**src/rtl/mips_pkg.sv**
```systemverilog
// Shared definitions for the multiply/divide unit: operation encodings,
// FSM state type, operand width and two's-complement helpers.
package mips_pkg;

  localparam int WIDTH = 32;

  localparam logic [1:0] OP_MULT  = 2'b00;
  localparam logic [1:0] OP_MULTU = 2'b01;
  localparam logic [1:0] OP_DIV   = 2'b10;
  localparam logic [1:0] OP_DIVU  = 2'b11;

  typedef enum logic [1:0] {
    IDLE   = 2'd0,
    RUN    = 2'd1,
    FINISH = 2'd2
  } mdu_state_t;

  function automatic logic [31:0] neg32(input logic [31:0] v);
    return ~v + 32'd1;
  endfunction

  function automatic logic [31:0] abs32(input logic [31:0] v);
    return v[31] ? neg32(v) : v;
  endfunction

  function automatic logic [63:0] neg64(input logic [63:0] v);
    return ~v + 64'd1;
  endfunction

endpackage

```
**src/rtl/mult_div_unit.sv**
```systemverilog
// Iterative MIPS HI/LO multiply/divide unit: 32 shift-add or restoring
// shift-subtract steps on operand magnitudes, sign fix-up on the final cycle.
module mult_div_unit #(
  parameter int WIDTH = 32
) (
  input  logic             clock,
  input  logic             reset_n,
  input  logic             start,
  input  logic [1:0]       op,
  input  logic [WIDTH-1:0] rs_data,
  input  logic [WIDTH-1:0] rt_data,
  input  logic             mthi,
  input  logic             mtlo,
  output logic             busy,
  output logic             done,
  output logic [WIDTH-1:0] hi,
  output logic [WIDTH-1:0] lo
);
  import mips_pkg::*;

  mdu_state_t  state_r;
  logic [5:0]  count_r;
  logic [1:0]  op_r;
  logic [31:0] a_r;
  logic [63:0] p_r;
  logic        neg_q_r;
  logic        neg_r_r;
  logic        dz_r;
  logic        busy_r;
  logic        done_r;
  logic [31:0] hi_r;
  logic [31:0] lo_r;

  logic        in_signed_s;
  logic        is_div_s;
  logic [32:0] mul_sum_s;
  logic [32:0] div_shift_s;
  logic [32:0] div_diff_s;
  logic        div_ok_s;
  logic [63:0] p_next_s;
  logic [31:0] res_hi_s;
  logic [31:0] res_lo_s;

  assign in_signed_s = (op == OP_MULT) || (op == OP_DIV);
  assign is_div_s    = (op_r == OP_DIV) || (op_r == OP_DIVU);

  // One iteration step and the sign-corrected result.
  // p_r holds {partial, multiplier} when multiplying and {remainder, quotient} when dividing.
  always_comb begin
    mul_sum_s   = {1'b0, p_r[63:32]} + (p_r[0] ? {1'b0, a_r} : 33'd0);
    div_shift_s = {p_r[63:32], p_r[31]};
    div_diff_s  = div_shift_s - {1'b0, a_r};
    // A set shifted-out bit means the partial remainder already exceeds any 32-bit divisor
    div_ok_s    = div_shift_s[32] | ~div_diff_s[32];
    if (is_div_s) begin
      if (div_ok_s) begin
        p_next_s = {div_diff_s[31:0], p_r[30:0], 1'b1};
      end else begin
        p_next_s = {div_shift_s[31:0], p_r[30:0], 1'b0};
      end
      res_lo_s = dz_r ? 32'hFFFF_FFFF : (neg_q_r ? neg32(p_r[31:0]) : p_r[31:0]);
      res_hi_s = neg_r_r ? neg32(p_r[63:32]) : p_r[63:32];
    end else begin
      p_next_s = {mul_sum_s, p_r[31:1]};
      {res_hi_s, res_lo_s} = neg_q_r ? neg64(p_r) : p_r;
    end
  end

  // Sequencing FSM and iterative datapath.
  always_ff @(posedge clock or negedge reset_n) begin
    if (!reset_n) begin
      state_r <= IDLE;
      count_r <= 6'd0;
      op_r    <= 2'b00;
      a_r     <= 32'd0;
      p_r     <= 64'd0;
      neg_q_r <= 1'b0;
      neg_r_r <= 1'b0;
      dz_r    <= 1'b0;
    end else begin
      case (state_r)
        IDLE: begin
          if (start) begin
            state_r <= RUN;
            count_r <= 6'd32;
            op_r    <= op;
            a_r     <= in_signed_s ? abs32(rt_data) : rt_data;
            p_r     <= {32'd0, (in_signed_s ? abs32(rs_data) : rs_data)};
            neg_q_r <= in_signed_s & (rs_data[31] ^ rt_data[31]);
            neg_r_r <= in_signed_s & rs_data[31];
            dz_r    <= (rt_data == 32'd0);
          end
        end
        RUN: begin
          p_r     <= p_next_s;
          count_r <= count_r - 6'd1;
          if (count_r == 6'd1) begin
            state_r <= FINISH;
          end
        end
        FINISH: begin
          state_r <= IDLE;
        end
        default: begin
          state_r <= IDLE;
        end
      endcase
    end
  end

  // Architectural HI/LO and status outputs.
  always_ff @(posedge clock or negedge reset_n) begin
    if (!reset_n) begin
      busy_r <= 1'b0;
      done_r <= 1'b0;
      hi_r   <= 32'd0;
      lo_r   <= 32'd0;
    end else begin
      done_r <= 1'b0;
      case (state_r)
        IDLE: begin
          if (start) begin
            busy_r <= 1'b1;
          end else begin
            if (mthi) hi_r <= rs_data;
            if (mtlo) lo_r <= rs_data;
          end
        end
        RUN: begin
          busy_r <= 1'b1;
        end
        FINISH: begin
          hi_r   <= res_hi_s;
          lo_r   <= res_lo_s;
          done_r <= 1'b1;
          busy_r <= 1'b0;
        end
        default: begin
          busy_r <= 1'b0;
        end
      endcase
    end
  end

  assign busy = busy_r;
  assign done = done_r;
  assign hi   = hi_r;
  assign lo   = lo_r;

endmodule

```
**config.mk**
```make
export PLATFORM = sky130hd
export DESIGN_NAME = mult_div_unit
export DESIGN_NICKNAME = d
export VERILOG_FILES = /design/src/rtl/mips_pkg.sv /design/src/rtl/mult_div_unit.sv
export SDC_FILE = /design/constraint.sdc
export NUM_CORES = 1
export LEC_CHECK = 0
export CAP_MARGIN = 20
export CORE_MARGIN = 4
export CORE_UTILIZATION = 55
export CTS_CLUSTER_SIZE = 10
export DETAILED_ROUTE_END_ITERATION = 16
export GPL_ROUTABILITY_DRIVEN = 0
export PLACE_DENSITY_LB_ADDON = 0.08
export RECOVER_POWER = 50
export SETUP_SLACK_MARGIN = 0.05
export SYNTH_ARGS = -nofsm -noshare
export SYNTH_HDL_FRONTEND = slang
export SYNTH_SLANG_ARGS = --single-unit
```
**constraint.sdc**
```tcl
create_clock -name clock -period 4.05 [get_ports clock]
set_input_delay 0.405 -clock clock [delete_from_list [all_inputs] [get_ports clock]]
set_output_delay 0.405 -clock clock [all_outputs]
set_load 0.03 [all_outputs]
```
After elaboration in Yosys (flattened, before gate mapping)
Cells that the tools add are included.
{"block": "op_classes", "bitwise_logic": 10, "mux": 29, "eq_ne": 11, "n_reduce_logical": 12, "n_addsub": 8}
{"operator": "32-bit two-way mux", "count": 14}
{"operator": "64-bit two-way mux", "count": 4}
{"operator": "32-bit by 1-bit adder with 32-bit output, second input constant", "count": 4}
{"operator": "32-bit NOT", "count": 4}
{"operator": "32-bit case mux with 2 select lines", "count": 2}
{"operator": "64-bit case mux with 2 select lines", "count": 1}
{"operator": "64-bit by 1-bit adder with 64-bit output, second input constant", "count": 1}
{"operator": "64-bit NOT", "count": 1}
{"operator": "32-bit by 32-bit adder with 33-bit output", "count": 1}
{"operator": "33-bit by 32-bit subtractor with 33-bit output", "count": 1}
{"operator": "32-bit logical NOT", "count": 1}
{"operator": "6-bit case mux with 2 select lines", "count": 1}
{"operator": "2-bit != test, second input constant", "count": 5}
{"operator": "2-bit equality test, second input constant", "count": 4}
{"operator": "6-bit by 1-bit equality test with 1-bit output, second input constant", "count": 1}
{"operator": "6-bit two-way mux", "count": 1}
{"operator": "2-bit AND reduction", "count": 3}
{"operator": "3-bit AND reduction", "count": 2}
{"operator": "6-bit by 1-bit subtractor with 6-bit output, second input constant", "count": 1}
{"operator": "2-bit logical NOT", "count": 2}
{"operator": "2-bit two-way mux", "count": 2}
{"operator": "2-bit case mux with 2 select lines", "count": 1}
{"operator": "2-bit nonzero test", "count": 2}
{"operator": "1-bit bitwise AND", "count": 2}
{"operator": "7 further kinds", "count": 9}
{"block": "totals", "input_bits": 71, "reg_bits": 175, "output_inout_bits": 66}

Longest topological paths before layout
Gate-level depths: netlist of run 1.
{"block": "logic_depth", "ltp_word": 6, "depth_mapped": 14, "ltp_nobuf": 13}

Least setup slack after synthesis of run 1
OpenSTA, ideal clock, no wires.
{"block": "synth_path", "kind": "register to register", "from": "reg p_r[0]", "to": "reg p_r[58]", "arrival_time_ns": 2.903, "stages_incl_launch_ff": 14, "setup_slack_ns": 1.013, "synth_period_minus_slack_ns": 3.037, "setup_ns": 0.134, "n_path_buf": 1, "required_ns": 3.916, "path_cell_list": "dfrtp_1 -> clkinv_1 -> clkbuf_1 -> nor2_1 -> ha_1 -> o21ai_0 -> o21bai_1 -> o21ai_0 -> o21ai_0 -> a221oi_1 -> o31ai_1 -> mux2i_1 -> a311oi_1 -> o21ai_0"}
{"block": "synth_between", "elab_chain_len": 4}
{"element": "from (decl)", "line_no": "mult_div_unit.sv:25", "source": "logic [63:0] p_r;"}
{"element": "from (signal assigned)", "line_no": "mult_div_unit.sv:88", "source": "p_r <= {32'd0, (in_signed_s ? abs32(rs_data) : rs_data)};"}
{"element": "from (signal assigned)", "line_no": "mult_div_unit.sv:95", "source": "p_r <= p_next_s;"}
{"element": "32-bit two-way mux", "line_no": "mult_div_unit.sv:50", "source": "mul_sum_s = {1'b0, p_r[63:32]} + (p_r[0] ? {1'b0, a_r} : 33'd0);"}
{"element": "32-bit by 32-bit adder with 33-bit output", "line_no": "mult_div_unit.sv:50"}
{"element": "64-bit two-way mux", "line_no": "mult_div_unit.sv:55", "source": "if (is_div_s) begin"}
{"element": "64-bit case mux with 2 select lines", "line_no": "mult_div_unit.sv:81", "source": "case (state_r)"}
No other way between the ends.
A chain may end at the register's enable or synchronous reset.

Final worst setup path of run 1
{"block": "layout_path", "from": "reg p_r[0]", "to": "reg p_r[59]"}
Same word-level chain as after synthesis.

==> results of run 1 <==
[layout by cell type (no fill, tap or decap), drive strengths merged, types with 12 or more instances in the layout]
cell           count
a21o              22
a21oi            145
a221o             25
a22oi             35
a31oi             16
and2              12
buf               30
clkbuf            23
clkdlybuf4s50    116
dfrtp            174
dlygate4sd3       19
ha                70
inv               75
mux2i             48
nand2            224
nand2b            23
nand3             24
nand4             15
nor2             144
nor2b             16
nor3              41
nor4              19
o211ai            20
o21ai            236
o22ai             13
o31ai             19
o41ai             12
or3               13
or4               13
xnor2             96
xor2              74
[metrics by stage]
step                      hold slack (ps)  power (uW)  cell area, sq um  utilization  instances
final                               477.5       15860             16780       0.6439       2270
after global routing                515.7       17080             16780       0.6439       2270
after CTS                           39.50       15700             16810       0.6450       2269
after detailed placement            469.8       14050             16250       0.6236       2238
after global placement              462.1       13830             16250       0.6236       2238
after floorplan                     109.4       10950             14550            -       1843
[path summary, 6_finish.rpt]
kind | start | to | slack, ps | depth (start not counted)
max reg2reg | p_r[0]$_DFFE_PN0P_ | p_r[59]$_DFFE_PN0P_ | 380 | 12
max in group asynchronous | reset_n | hi[23]$_DFFE_PN0P_ | 930 | 2
min reg2reg | lo[5]$_DFFE_PN0P_ | lo[5]$_DFFE_PN0P_ | 480 | 2
max | p_r[0]$_DFFE_PN0P_ | p_r[59]$_DFFE_PN0P_ | 380 | 12
min in group asynchronous | reset_n | lo[10]$_DFFE_PN0P_ | 530 | 1
min | lo[5]$_DFFE_PN0P_ | lo[5]$_DFFE_PN0P_ | 480 | 2
[what timing repair did]
action / CTS / global route
setup buffers: 0 / 0
setup endpoints to repair: 0 / 1
resized for setup: 0 / 1
[cell families after synthesis]
group,count (synthesis)
AO/OA/AOI/OAI,623
AND/OR/NAND/NOR,576
adder cells (fa/ha/maj),72
flip-flops,174
XOR/XNOR,170
buffers and inverters,180
multiplexers,48
[flip-flops by register name (all words and copies together) (netlist names)]
register  count
a_r          32
busy          1
count_r       6
done          1
dz_r          1
hi           32
lo           32
neg_q_r       1
neg_r_r       1
op_r          1
p_r          64
state_r       2
[metal layers]
metal	track usage	up-vias	share of wire
met4	0.1101	0	0.033
met5	0	-	0
met1	0.4075	6623	0.43
met2	0.4957	693	0.47
met3	0.03142	115	0.075
li1	-	6815	-
[report_power, final]
part           internal [uW]  switching (uW)  leakage [uW]
logic                   4290            6250       0.00467
clock network            857             765      0.000254
registers               2590            1110       0.00214
total                   7740            8120       0.00705
[critical path: cells and delay by family, from the launching register on]
| family | cells | cell delay [ps] |
|---|---|---|
| muxes | 1 | 270 |
| and+or+nand+nor | 6 | 1350 |
| DFF | 1 | 470 |
| buffers and inverters | 2 | 710 |
| AOI/OAI and AO/OA | 2 | 500 |
| adders and majority gates | 1 | 260 |
[final cells by class]
| class | count | area (sq um) | area share |
|---|---|---|---|
| timing repair buffer | 171 | 1633 | 0.09732 |
| sequential | 174 | 4355 | 0.2596 |
| tap | 335 | 419.2 | 0.02498 |
| inverter | 70 | 262.8 | 0.01566 |
| multi-input combinational | 1489 | 9549 | 0.5691 |
| clock buffer | 18 | 429.2 | 0.02558 |
| clock inverter | 13 | 130.1 | 0.007755 |
==> reports/results.tsv, run 1 <==
metric	value	unit
Syn Inst Count	1843	
Ys Warns	0	
Remaining DRCs	0	
max cap viols	7	
final setup margin	381.2	ps
I/O pins	137	
critical path arrival	4000	ps
final hold violation count	0	
Final min period	3669	ps
number of nets with antenna violations after routing	0	
Pleak	0.007055	uW
required time of the critical path	4390	ps
Die Height	170.6	microns
fillers	2317	
Tot GR Track Use	0.2991	
clock latency at the later pin of the worst-skew pair	440	ps
top cells by area, synth	dfrtp_1 (30%), o21ai_0 (7.7%), ha_1 (6.0%)	
Root Buffer	clkbuf_16	
clk_skew	14.43	ps
core area	26060	sq um
total gr overflow	0	
final setup fails	0	
largest family of logic cells by synthesized area	compound AO/OA/AOI/OAI gates	
pwr dens	945.1	nW/um^2
post-synthesis xor/xnor area fraction	0.1024	
initial core utilization	0.5582	
Async S/R FF share, synth	1.000	
Die X	170.6	microns
Clock Path Buffers	2	
Yosys cell types	76	
post-layout net count	2066	
Mapped Nets	1986	
number of port buffers	136	
CTS H-Tree Depth	4	
Startpoint Class	register	
Slew Viols, Final	348	
vias in the first global route	13400	
Synth Area in Simple Gates	0.1907	
Critical Path Fanout Max	25	
Post-Synth Adder-Cell Area	0.06297	
CP max stage delay	470	ps
critical path type	reg2reg	
cell with the most instances after synthesis	o21ai_0	
Rel. slew slack	-0.3940	
number of flops mapped to enable cells by yosys	0	
ant diodes	0	
Layout area overhead	15.35	%
initial antenna violation count	0	
max frequency	0.2726	GHz
sequential share of the synthesized area	0.2994	
dpl ws	507.5	ps
clock buffer count from CTS	17	
Tightest Hold Check Type	reg2reg	
slowest CP cell	dfrtp_1	
VDD IR max	517.9	uV
vias post-DR	14250	
die area	29110	sq um
CP endpoint kind	register	
Yosys reg bits	174	
CTS tree	yes	
Setup TNS	0	ps
Synth area leader	dfrtp_1	
proportion of synthesized area in mux cells	0.03303	
share of layout cells above drive strength 1	0.04703	
Slew @ Worst Pin	2091	ps
RSZ-0062 raised after global routing	false	
worst-path cell chain	clkinv_1, buf_4, nor2_1, ha_1, nand2_1, nor2_1, nand2_1, or4_1, o211ai_1, mux2i_1, o2111ai_1, and3_1	
share of Yosys cell area claimed by the top area cell type	0.2994	
clock transition at the registers of the reported paths	70	ps
Starting DRT DRC Count	1350	
Total Wirelength	44310	microns
Avg Vias per Cell	6.276	
Synth top cells by count	o21ai_0 (225), nand2_1 (222), dfrtp_1 (174)	
Detailed Routing Iterations Pass 1	6	
Main synth FF type	dfrtp_1	
failing checks	capacitance limit, slew limit	
mapped cell area	14550	sq um
Row Count	59	
hold_buf cts	0	
largest net degree at the start of global routing	81	
Num Clock Sinks	174	
Routed WL per cell	19.52	microns
outcome	complete, but fails checks	
Tcrit/Tclk final	0.9059	
Synth Area in Compound Gates	0.2643	
post-DP HPWL	32950	microns
average cell area after synthesis	7.892	sq um
global-route wire length before repair	70320	microns
No activity file was read; power rests on OpenSTA's default activity.
==> inputs of run 2 (changes only) <==
Settings changed: ABC_CLOCK_PERIOD_IN_PS set to 4050, GPL_TIMING_DRIVEN set to 1.
==> results of run 2 <==
Final layout, timing and power as in run 1 (identical DEF).
==> inputs of run 3 (changes only) <==
Settings changed: CORE_MARGIN 4 to not set, HOLD_SLACK_MARGIN set to 0.08.
==> reports/results.tsv, run 3 (synthesis gave the netlist of run 1 again) <==
metric	value	unit
Remaining DRCs	0	
Routed WL per cell	19.39	microns
Setup TNS	0	ps
initial core utilization	0.5598	
GR Util met3	0.04972	
CTS H-Tree Depth	4	
Pleak	0.007077	uW
dpl ws	459.1	ps
met2 Usage GRT	0.5397	
Tcrit/Tclk final	0.9038	
clock latency at the later pin of the worst-skew pair	440	ps
Starting DRT DRC Count	1129	
global-route wire length before repair	69930	microns
final hold violation count	0	
largest net degree at the start of global routing	69	
busiest grt layer	met2	
CTS tree	yes	
ant diodes	0	
final setup fails	0	
worst r2r path cells	13	
clk_skew	19.29	ps
most common cell after layout, fill and taps aside	o21ai_0	
Placed Area	16230	sq um
fillers	2309	
post-DP HPWL	32930	microns
vias in the first global route	13270	
number of port buffers	136	
critical path arrival	3950	ps
Startpoint Class	register	
max cap viols	5	
total gr overflow	0	
final cell utilization of the core	0.6462	
clock buffer count from CTS	17	
share of layout cells above drive strength 1	0.04698	
die area	27100	sq um
Rel. slew slack	-0.4469	
Final Instance Area	16790	sq um
CTS resizes	0	
max reg flops	64	
Critical Path Fanout Max	25	
routing usage on met1	0.4336	
clock transition at the registers of the reported paths	70	ps
CP endpoint kind	register	
Num Clock Sinks	174	
Detailed Routing Iterations Pass 1	6	
failing checks	capacitance limit, slew limit	
outcome	complete, but fails checks	
Die Height	164.6	microns
Tightest Hold Check Type	reg2reg	
Clock Path Buffers	2	
Cells on Worst Hold Path	2	
most frequent cells in the layout	o21ai_0 (225), nand2_1 (222), dfrtp_1 (173)	
Tot GR Track Use	0.3297	
I/O pins	137	
max frequency	0.2732	GHz
Row Count	59	
Die X	164.6	microns
Final min period	3660	ps
Root Buffer	clkbuf_16	
vias post-DR	14240	
Total Wirelength	44050	microns
pwr dens	945.3	nW/um^2
number of nets with antenna violations after routing	0	
core area	25980	sq um
critical path type	reg2reg	
initial antenna violation count	0	
Design Power	15870	uW
Largest Register	p_r	
Slew @ Worst Pin	2170	ps
required time of the critical path	4340	ps
Slew Viols, Final	235	
final setup margin	389.6	ps
Layout area overhead	15.44	%
VDD IR max	499.7	uV
RSZ-0062 raised after global routing	false	
Avg Vias per Cell	6.268	
post-layout net count	2067	
-- run 3: changes by cell type in the layout (fill, tap and decap cells not counted), sizes merged --
cell | previous run | this run
dlygate4sd3 | 19 | 22
clkinvlp | 6 | 4
inv | 75 | 74
dlymetal6s4s | 0 | 1
clkdlybuf4s25 | 1 | 0
buf | 30 | 31
clkinv | 1 | 4
clkdlybuf4s50 | 116 | 114
-- run 3: layer usage --
| layer | wire length (microns) | up-vias |
|---|---|---|
| met3 | 3289 | 106 |
| li1 | - | 6813 |
| met4 | 1528 | 0 |
| met2 | 20550 | 647 |
| met5 | 0 | - |
| met1 | 18680 | 6674 |
-- run 3: cell type report --
cell class              count  area (sq um)  share of cell area
multi-input cells        1489          9533              0.5677
flip-flops and latches    174          4355              0.2594
repair buffers            172          1649             0.09821
clock buffers              19         442.9             0.02638
well taps                 335         419.2             0.02496
inverters                  70         262.8             0.01565
clock inverters            13         128.9            0.007675
-- run 3: worst paths after layout --
kind | from | to | slack [ps]
setup / recovery | p_r[0]$_DFFE_PN0P_ | p_r[62]$_DFFE_PN0P_ | 390
hold reg to reg | a_r[16]$_DFFE_PN0P_ | a_r[16]$_DFFE_PN0P_ | 480
max in group asynchronous | reset_n | p_r[31]$_DFFE_PN0P_ | 1110
hold / removal | a_r[16]$_DFFE_PN0P_ | a_r[16]$_DFFE_PN0P_ | 480
min in group asynchronous | reset_n | p_r[5]$_DFFE_PN0P_ | 950
setup reg to reg | p_r[0]$_DFFE_PN0P_ | p_r[62]$_DFFE_PN0P_ | 390
-- run 3: stage by stage --
step,instances,hold slack [ps]
floorplan,1843,109.4
global placement,2238,442.9
detailed placement,2238,451.2
CTS,2271,485.0
global route,2272,503.4
finish,2272,478.2
-- run 3: timing repair --
item	in CTS	in global routing
buffers inserted	0	0
hold buffers	1	0
endpoints found under the hold margin	65	0
-- run 3: where the power goes --
part | switching (uW) | internal, uW | leakage (uW)
clock network | 768 | 877 | 0.000269
registers | 1100 | 2590 | 0.00214
logic | 6260 | 4270 | 0.00467
total | 8130 | 7740 | 0.00708
-- run 3: critical path: stages, from the launching register on --
cell and delay, ps:
dfrtp_1 470, clkinv_1 340, buf_4 350, nor2_1 170, ha_1 310, a21oi_1 220, o21a_1 150, o21ai_0 150
a221oi_1 500, o31ai_1 140, buf_4 170, a211oi_1 270, xor2_1 170, o211ai_1 100
